### src/rtl/wb_sdrc_arbiter.sv
// Round-robin Wishbone B3 arbiter sharing the sdrc_top slave port.
// Optional watchdog release: define WB_ARB_TIMEOUT_EN.
module wb_sdrc_arbiter #(
    parameter int NUM_MASTERS = 4,
    parameter int AW          = 26,
    parameter int DW          = 32,
    parameter int SW          = 4,
    parameter int TIMEOUT     = 255
) (
    input  logic                     wb_clk_i,
    input  logic                     wb_rst_i,
    input  logic [NUM_MASTERS-1:0]    m_cyc_i,
    input  logic [NUM_MASTERS-1:0]    m_stb_i,
    input  logic [NUM_MASTERS-1:0]    m_we_i,
    input  logic [NUM_MASTERS*AW-1:0] m_addr_i,
    input  logic [NUM_MASTERS*DW-1:0] m_dat_i,
    input  logic [NUM_MASTERS*SW-1:0] m_sel_i,
    input  logic [NUM_MASTERS*3-1:0]  m_cti_i,
    output logic [NUM_MASTERS-1:0]    m_ack_o,
    output logic [NUM_MASTERS-1:0]    m_err_o,
    output logic [DW-1:0]             m_dat_o,
    output logic                      s_cyc_o,
    output logic                      s_stb_o,
    output logic                      s_we_o,
    output logic [AW-1:0]             s_addr_o,
    output logic [DW-1:0]             s_dat_o,
    output logic [SW-1:0]             s_sel_o,
    output logic [2:0]                s_cti_o,
    input  logic                      s_ack_i,
    input  logic [DW-1:0]             s_dat_i,
    output logic [NUM_MASTERS-1:0]    grant_o,
    output logic                      busy_o
);

    localparam int PW = (NUM_MASTERS > 1) ? $clog2(NUM_MASTERS) : 1;

    typedef enum logic {IDLE = 1'b0, OWNED = 1'b1} state_t;

    state_t                 state_q, state_d;
    logic [NUM_MASTERS-1:0] grant_q, grant_d;
    logic [PW-1:0]          ptr_q, ptr_d;
    logic [NUM_MASTERS-1:0] pick;
    logic [PW-1:0]          owner_idx;
    logic                   owner_cyc;
    logic                   owner_stb;
    logic                   timeout;

    // Rotating search for the first requester at or after the pointer.
    always_comb begin
        int  idx;
        logic found;
        pick  = '0;
        found = 1'b0;
        idx   = 0;
        for (int i = 0; i < NUM_MASTERS; i++) begin
            idx = int'(ptr_q) + i;
            if (idx >= NUM_MASTERS) idx = idx - NUM_MASTERS;
            if (!found && m_cyc_i[idx]) begin
                pick[idx] = 1'b1;
                found     = 1'b1;
            end
        end
    end

    // Owner index and owner handshake bits decoded from the one-hot grant.
    always_comb begin
        owner_idx = '0;
        owner_cyc = 1'b0;
        owner_stb = 1'b0;
        for (int k = 0; k < NUM_MASTERS; k++) begin
            if (grant_q[k]) begin
                owner_idx = PW'(k);
                owner_cyc = m_cyc_i[k];
                owner_stb = m_stb_i[k];
            end
        end
    end

`ifdef WB_ARB_TIMEOUT_EN
    logic [15:0] wdog_q, wdog_d;

    // Watchdog counts unacknowledged strobe cycles of the current owner.
    always_comb begin
        wdog_d = wdog_q;
        if (state_q == IDLE || s_ack_i) wdog_d = '0;
        else if (owner_stb)             wdog_d = wdog_q + 16'd1;
    end

    // Watchdog register.
    always_ff @(posedge wb_clk_i or posedge wb_rst_i) begin
        if (wb_rst_i) wdog_q <= '0;
        else          wdog_q <= wdog_d;
    end

    assign timeout = (state_q == OWNED) && (wdog_q == 16'(TIMEOUT));
`else
    assign timeout = 1'b0;
`endif

    // State, grant and pointer registers.
    always_ff @(posedge wb_clk_i or posedge wb_rst_i) begin
        if (wb_rst_i) begin
            state_q <= IDLE;
            grant_q <= '0;
            ptr_q   <= '0;
        end else begin
            state_q <= state_d;
            grant_q <= grant_d;
            ptr_q   <= ptr_d;
        end
    end

    // Next-state: grant on any request, release when the owner drops cyc.
    always_comb begin
        state_d = state_q;
        grant_d = grant_q;
        ptr_d   = ptr_q;
        unique case (state_q)
            IDLE: begin
                if (|m_cyc_i) begin
                    state_d = OWNED;
                    grant_d = pick;
                end
            end
            OWNED: begin
                if (!owner_cyc || timeout) begin
                    state_d = IDLE;
                    grant_d = '0;
                    ptr_d   = (owner_idx == PW'(NUM_MASTERS - 1)) ?
                              '0 : owner_idx + PW'(1);
                end
            end
            default: ;
        endcase
    end

    // Outputs: route only the owner to the slave and back.
    always_comb begin
        s_cyc_o  = 1'b0;
        s_stb_o  = 1'b0;
        s_we_o   = 1'b0;
        s_addr_o = '0;
        s_dat_o  = '0;
        s_sel_o  = '0;
        s_cti_o  = '0;
        m_dat_o  = '0;
        m_ack_o  = '0;
        m_err_o  = '0;
        if (state_q == OWNED) begin
            s_cyc_o = owner_cyc & ~timeout;
            s_stb_o = owner_stb & ~timeout;
            m_dat_o = s_dat_i;
            m_ack_o = grant_q & {NUM_MASTERS{s_ack_i}};
            m_err_o = grant_q & {NUM_MASTERS{timeout}};
            for (int k = 0; k < NUM_MASTERS; k++) begin
                if (grant_q[k]) begin
                    s_we_o   = m_we_i[k];
                    s_addr_o = m_addr_i[k*AW +: AW];
                    s_dat_o  = m_dat_i[k*DW +: DW];
                    s_sel_o  = m_sel_i[k*SW +: SW];
                    s_cti_o  = m_cti_i[k*3 +: 3];
                end
            end
        end
    end

    assign grant_o = grant_q;
    assign busy_o  = (state_q == OWNED);

endmodule

### config.mk
export PLATFORM = sky130hd
export DESIGN_NAME = wb_sdrc_arbiter
export DESIGN_NICKNAME = d
export VERILOG_FILES = /design/src/rtl/wb_sdrc_arbiter.sv
export SDC_FILE = /design/constraint.sdc
export NUM_CORES = 1
export LEC_CHECK = 0
export ABC_AREA = 1
export CORE_AREA = 2 2 164 166
export DETAILED_ROUTE_END_ITERATION = 6
export DIE_AREA = 0 0 166 168
export GPL_TIMING_DRIVEN = 1
export PLACE_DENSITY = 0.56
export SYNTH_ARGS = -nofsm -noshare
export SYNTH_HDL_FRONTEND = slang
export SYNTH_SLANG_ARGS = --single-unit
### constraint.sdc
create_clock -name wb_clk_i -period 2.2 [get_ports wb_clk_i]
set_input_delay 0.22 -clock wb_clk_i [delete_from_list [all_inputs] [get_ports wb_clk_i]]
set_output_delay 0.22 -clock wb_clk_i [all_outputs]
set_load 0.01 [all_outputs]
* Word-level counts from Yosys, hierarchy flattened
Cells that the tools add are included.
W data, S select, Z words.
** Storage, ports and cells
- Bits in registers :: 7
- Bits of input ports :: 307
- Output and inout port bits :: 113
** Cells by class
- $add $sub $neg :: 8
- Magnitude comparators :: 12
- Equality and inequality tests :: 3
- Muxes and demuxes :: 78
- Bitwise gates (word level) :: 6
- Reduce and logical (&&, ||, !) cells :: 13
** Operator list (number)
- $mux W32 :: 10
- $mux W26 :: 5
- $ge A32 B1 Y1 const B :: 4
- $lt A32 B4 Y1 const B :: 4
- $mux W4 :: 12
- $mux W1 :: 33
- $mux W3 :: 5
- $or A4 B4 Y4 :: 3
- $sub A3 B3 Y4 const B :: 3
- $ge A3 B3 Y1 const B :: 3
- $bmux W1 S2 :: 4
- $demux W1 S2 :: 4
- $pmux W4 S2 :: 1
- $logic_and A1 B1 Y1 :: 7
- $add A2 B2 Y3 const B :: 2
- $mux W2 :: 3
- $and A4 B4 Y4 :: 1
- $ne A2 B2 Y1 const B :: 2
- $reduce_and A2 Y1 :: 2
- $reduce_or A4 Y1 :: 1
- $sub A2 B3 Y4 const B :: 1
- $add A2 B1 Y3 const B :: 1
- $ge A2 B3 Y1 const B :: 1
- $logic_not A1 Y1 :: 3
- 4 further kinds :: 5

* Longest topological paths before layout
- Depth after elaboration :: 17
- Depth in mapped cells :: 12
- Mapped depth without buffers :: 11

* Worst setup path after synthesis
OpenSTA, ideal clock, no wires.
- Kind :: reg-to-reg
- Start point :: register ptr_q[1]
- End point :: register grant_q[0], in the netlist grant_o[0]
- Setup time :: 66 ps
- Arrival :: 1525 ps
- Required time :: 2134 ps
- Setup slack :: 609 ps
- Cell stages (with the launch flop) :: 12
- Buffers on the path :: 0
- Clock period less this slack :: 1591 ps
- Cell sequence :: dfrtp_1 -> inv_1 -> ha_1 -> inv_1 -> nand3_1 -> nand2_1 -> nand2_4 -> nor2_4 -> nand2_1 -> nand3_1 -> nand2_1 -> nand2_1
** Between the ends
- Longest elaborated chain between the ends :: 17
- Elaborated cells between the ends (all ways) :: 65
** RTL lines
- start: declaration :: RTL line 41 : logic [PW-1:0] ptr_q, ptr_d;
- start signal: assignment :: RTL line 109 : ptr_q <= ptr_d;
- branches (longest 14 deep; another with $ge A32 B1 Y1)
- $mux W4 * :: RTL line 58 : if (!found && m_cyc_i[idx]) begin
- $mux W4 * :: RTL line 120 : if (|m_cyc_i) begin
- $pmux W4 S2 * :: RTL line 118 : unique case (state_q)
- end signal: assignment :: RTL line 108 : grant_q <= grant_d;
- end: declaration :: RTL line 40 : logic [NUM_MASTERS-1:0] grant_q, grant_d;
Every way passes the cells marked *. The select of a mux whose other input is x is not followed.
A chain may end at the register's enable or synchronous reset.

* Final worst setup path
- Start point :: register grant_q[2], in the netlist grant_o[2]
- End point :: output s_cti_o[1]
** Between the ends
- Longest elaborated chain between the ends :: 3
** RTL lines
- $mux W3 (2 in a row) :: RTL line 156 : if (grant_q[k]) begin
- $mux W3 :: RTL line 149 : if (state_q == OWNED) begin
- end: declaration :: RTL line 28 : output logic [2:0] s_cti_o,
No other way between the ends.

==> results.toml <==
[synthesis]
synth_edf_count = 0
yosysMostFrequentCell = "nand2_1"
async_reset_ff_frac = 1.00
yosysWarnings = 0
synth_area_leaders = "nand2_1, o221ai_1, nand3_1"
synth_common_cells = "nand2_1, nand3_1, o21ai_1"
yosysUniqueCellTypes = 28
syn_area_um2 = 3120
synth-main-ff-cell = "dfrtp_1"
seq_area_frac_synth = 0.0562
synth_top_area_frac = 0.247
ys_seq_elements = 7
postSynthAreaPerCell_um2 = 5.27
yosysTopAreaCell = "nand2_1"
netlist_instances = 592

[power]
intPower_mw = 3.70
swShare = 0.511
power_frac_seq = 0.036
leakage_nw = 3.99
pwr-share-clk = 0.041
ir_drop_uv = 471
switchingPower_mw = 3.87
p_per_area_nw_per_um2 = 933
combPwrFrac = 0.923

[clock_tree]
clock_latency_ns = 0.23
clk_pin_slew_ns = 0.04
tritoncts = "yes"
cts.path.max_buffers = 2
root_buffer = "clkbuf_16"
htree_num_levels = 1
numCtsBuffers = 3
cts.sinks = 7

[run]
drv_cap = 0

[global_route]
antenna_found_initial = 0
grt_start_max_net_pins = 72
first_global_vias = 5828
grt_overflow_total = 0
grt_pass1_wl_um = 33700
grtUsageTotal = 0.154

[floorplan]
dieArea_um2 = 27900
core-area_um2 = 26400
die_h_um = 168
core.rowCount = 60
initial_core_util = 0.118
num_io_pins = 420
die_w_um = 166

[setup_path]
crit_path_top_delay_cell = "dfrtp_1"
crit_chain = "buf_4 > nor2_4 > buf_12 > bufbuf_16 > nand2_1 > o221ai_1 > o21ai_1 > dlygate4sd2_1"
criticalPathCategory = "flip-flop to primary output"
worst_ep_arrival_time_ns = 1.89
r2r_slack_ns = 0.33
crit_path_max_fanout = 11
required_ns = 1.98
crit_path_end_kind = "primary output"
slowest_delay_ns = 0.35
start_kind = "flip-flop"

[status]
status = "complete, no violations"

[placed_design]
gp_congestion = 0.831
dpl.hpwl_um = 17400
placed_cells = 1318
portBuffers = 415

[timing]
finalSetupViolations = 0
period_share = 0.960
fin_crit_ns = 2.11
tns_ns = 0
maxSlewViolCount = 0
finClkSkew_ns = 0.00483
max_freq_mhz = 474
rsz0062_at_grt = "true"
hold_viol = 0

[finish]
layout-drive-gt1-share = 0.0679
nets = 1299
fin_cells = 1328
syn_to_final_growth_pct = 161
diodes = 0

[detailed_routing]
num_vias = 5833
ant_nets = 0
drt_iter0_markers = 336
drc = 0
firstDrtPassIters = 5
viasPerCell = 4.39
drt-total-wl_um = 23100
wl_per_cell_um = 17.4

[worst_hold_path]
min_path_type = "input pin to async pin"
-- routing by layer --
layer / track usage / share of wire
met5: 0 / 0
met2: 0.277 / 0.49
met3: 0.0299 / 0.070
met4: 0.0336 / 0.021
met1: 0.189 / 0.42
-- through the flow --
step	power, mW	cell area, µm²	util	hold slack [ns]	setup WS (ns)
after floorplan	3.61	3130	-	0.0234	0.609
after global routing	8.20	8130	0.308	0.284	-0.00461
after CTS	7.71	8010	0.304	0.276	-0.0431
after detailed placement	7.20	7810	0.296	0.517	0.0896
final	7.58	8130	0.308	0.267	0.0889
after global placement	7.21	7810	0.296	0.482	0.109
-- layout make-up --
class,instances,area (µm²)
Clock buffer,3,75.1
Clock inverter,1,5.00
Fill cell,2864,18200
Inverter,56,218
Multi-Input combinational cell,472,2470
Sequential cell,7,183
Tap cell,341,427
Timing Repair Buffer,448,4750
-- path summary, 6_finish.rpt --
kind,startpoint,to,cells after the start
worst min register to register,ptr_q[1]$_DFFE_PP0P_,ptr_q[1]$_DFFE_PP0P_,2
worst min-delay path,wb_rst_i,busy_o$_DFF_PP0_,2
min in group wb_clk_i,ptr_q[1]$_DFFE_PP0P_,ptr_q[1]$_DFFE_PP0P_,2
worst max register to register,ptr_q[1]$_DFFE_PP0P_,grant_o[2]$_DFFE_PP0P_,11
max in group asynchronous,wb_rst_i,busy_o$_DFF_PP0_,2
worst max-delay path,grant_o[2]$_DFFE_PP0P_,s_cti_o[1],8
-- placed cells by master (no fill, tap or decap), types with 3 or more instances in the layout --
master	n
o221ai_1	60
dfrtp_1	3
buf_4	10
o211ai_1	7
clkdlybuf4s50_1	346
dlygate4sd2_1	35
inv_1	47
nor2_1	10
nand2_1	205
o21ai_1	65
dlymetal6s2s_1	33
bufbuf_16	3
clkbuf_16	3
nand3_1	94
dfrtp_2	3
inv_2	7
nand2_4	5
ha_1	4
o21ai_2	3
conb_1	4
buf_6	3
nor2_4	4
buf_12	15
-- cells by family (layout without fill, tap and decap cells) --
family / Yosys count / after routing / share of synthesized area
and+or+nand+nor: 324 / 324 / 0.457
AOI/OAI and AO/OA: 140 / 140 / 0.307
other: 1 / 4 / 0.00120
DFF: 7 / 7 / 0.0562
buffers and inverters: 116 / 508 / 0.162
adders and majority gates: 4 / 4 / 0.0160
-- critical path, delay by kind of cell (launching register included) --
kind / cells / cell delay [ns]
flip-flops: 1 / 0.35
buffers and inverters: 4 / 0.89
AO/OA/AOI/OAI: 2 / 0.31
AND/OR/NAND/NOR: 2 / 0.11
-- sequential cells by signal, summed over array words and instances (netlist names) --
register  count
busy_o        1
ptr_q         2
grant_o       4
-- power groups by stage --
stage | clock (mW) | combinational [mW] | sequential, mW
5_1_grt | 0.328 | 7.60 | 0.277
3_5_place_dp | 0 | 6.93 | 0.264
4_1_cts | 0.319 | 7.11 | 0.275
6_report | 0.314 | 7.00 | 0.271
2_1_floorplan | 0 | 3.36 | 0.244
3_3_place_gp | 0 | 6.95 | 0.259
-- what timing repair did --
item | in CTS | in global routing
cloned | 3 | 0
buffers inserted | 2 | 1
hold buffers | 0 | 0
endpoints found under the hold margin | 0 | 0
resized for setup | 47 | 36
endpoints found under the setup margin | 64 | 34
pin swaps | 2 | 0
No activity file was read; power rests on OpenSTA's default activity.
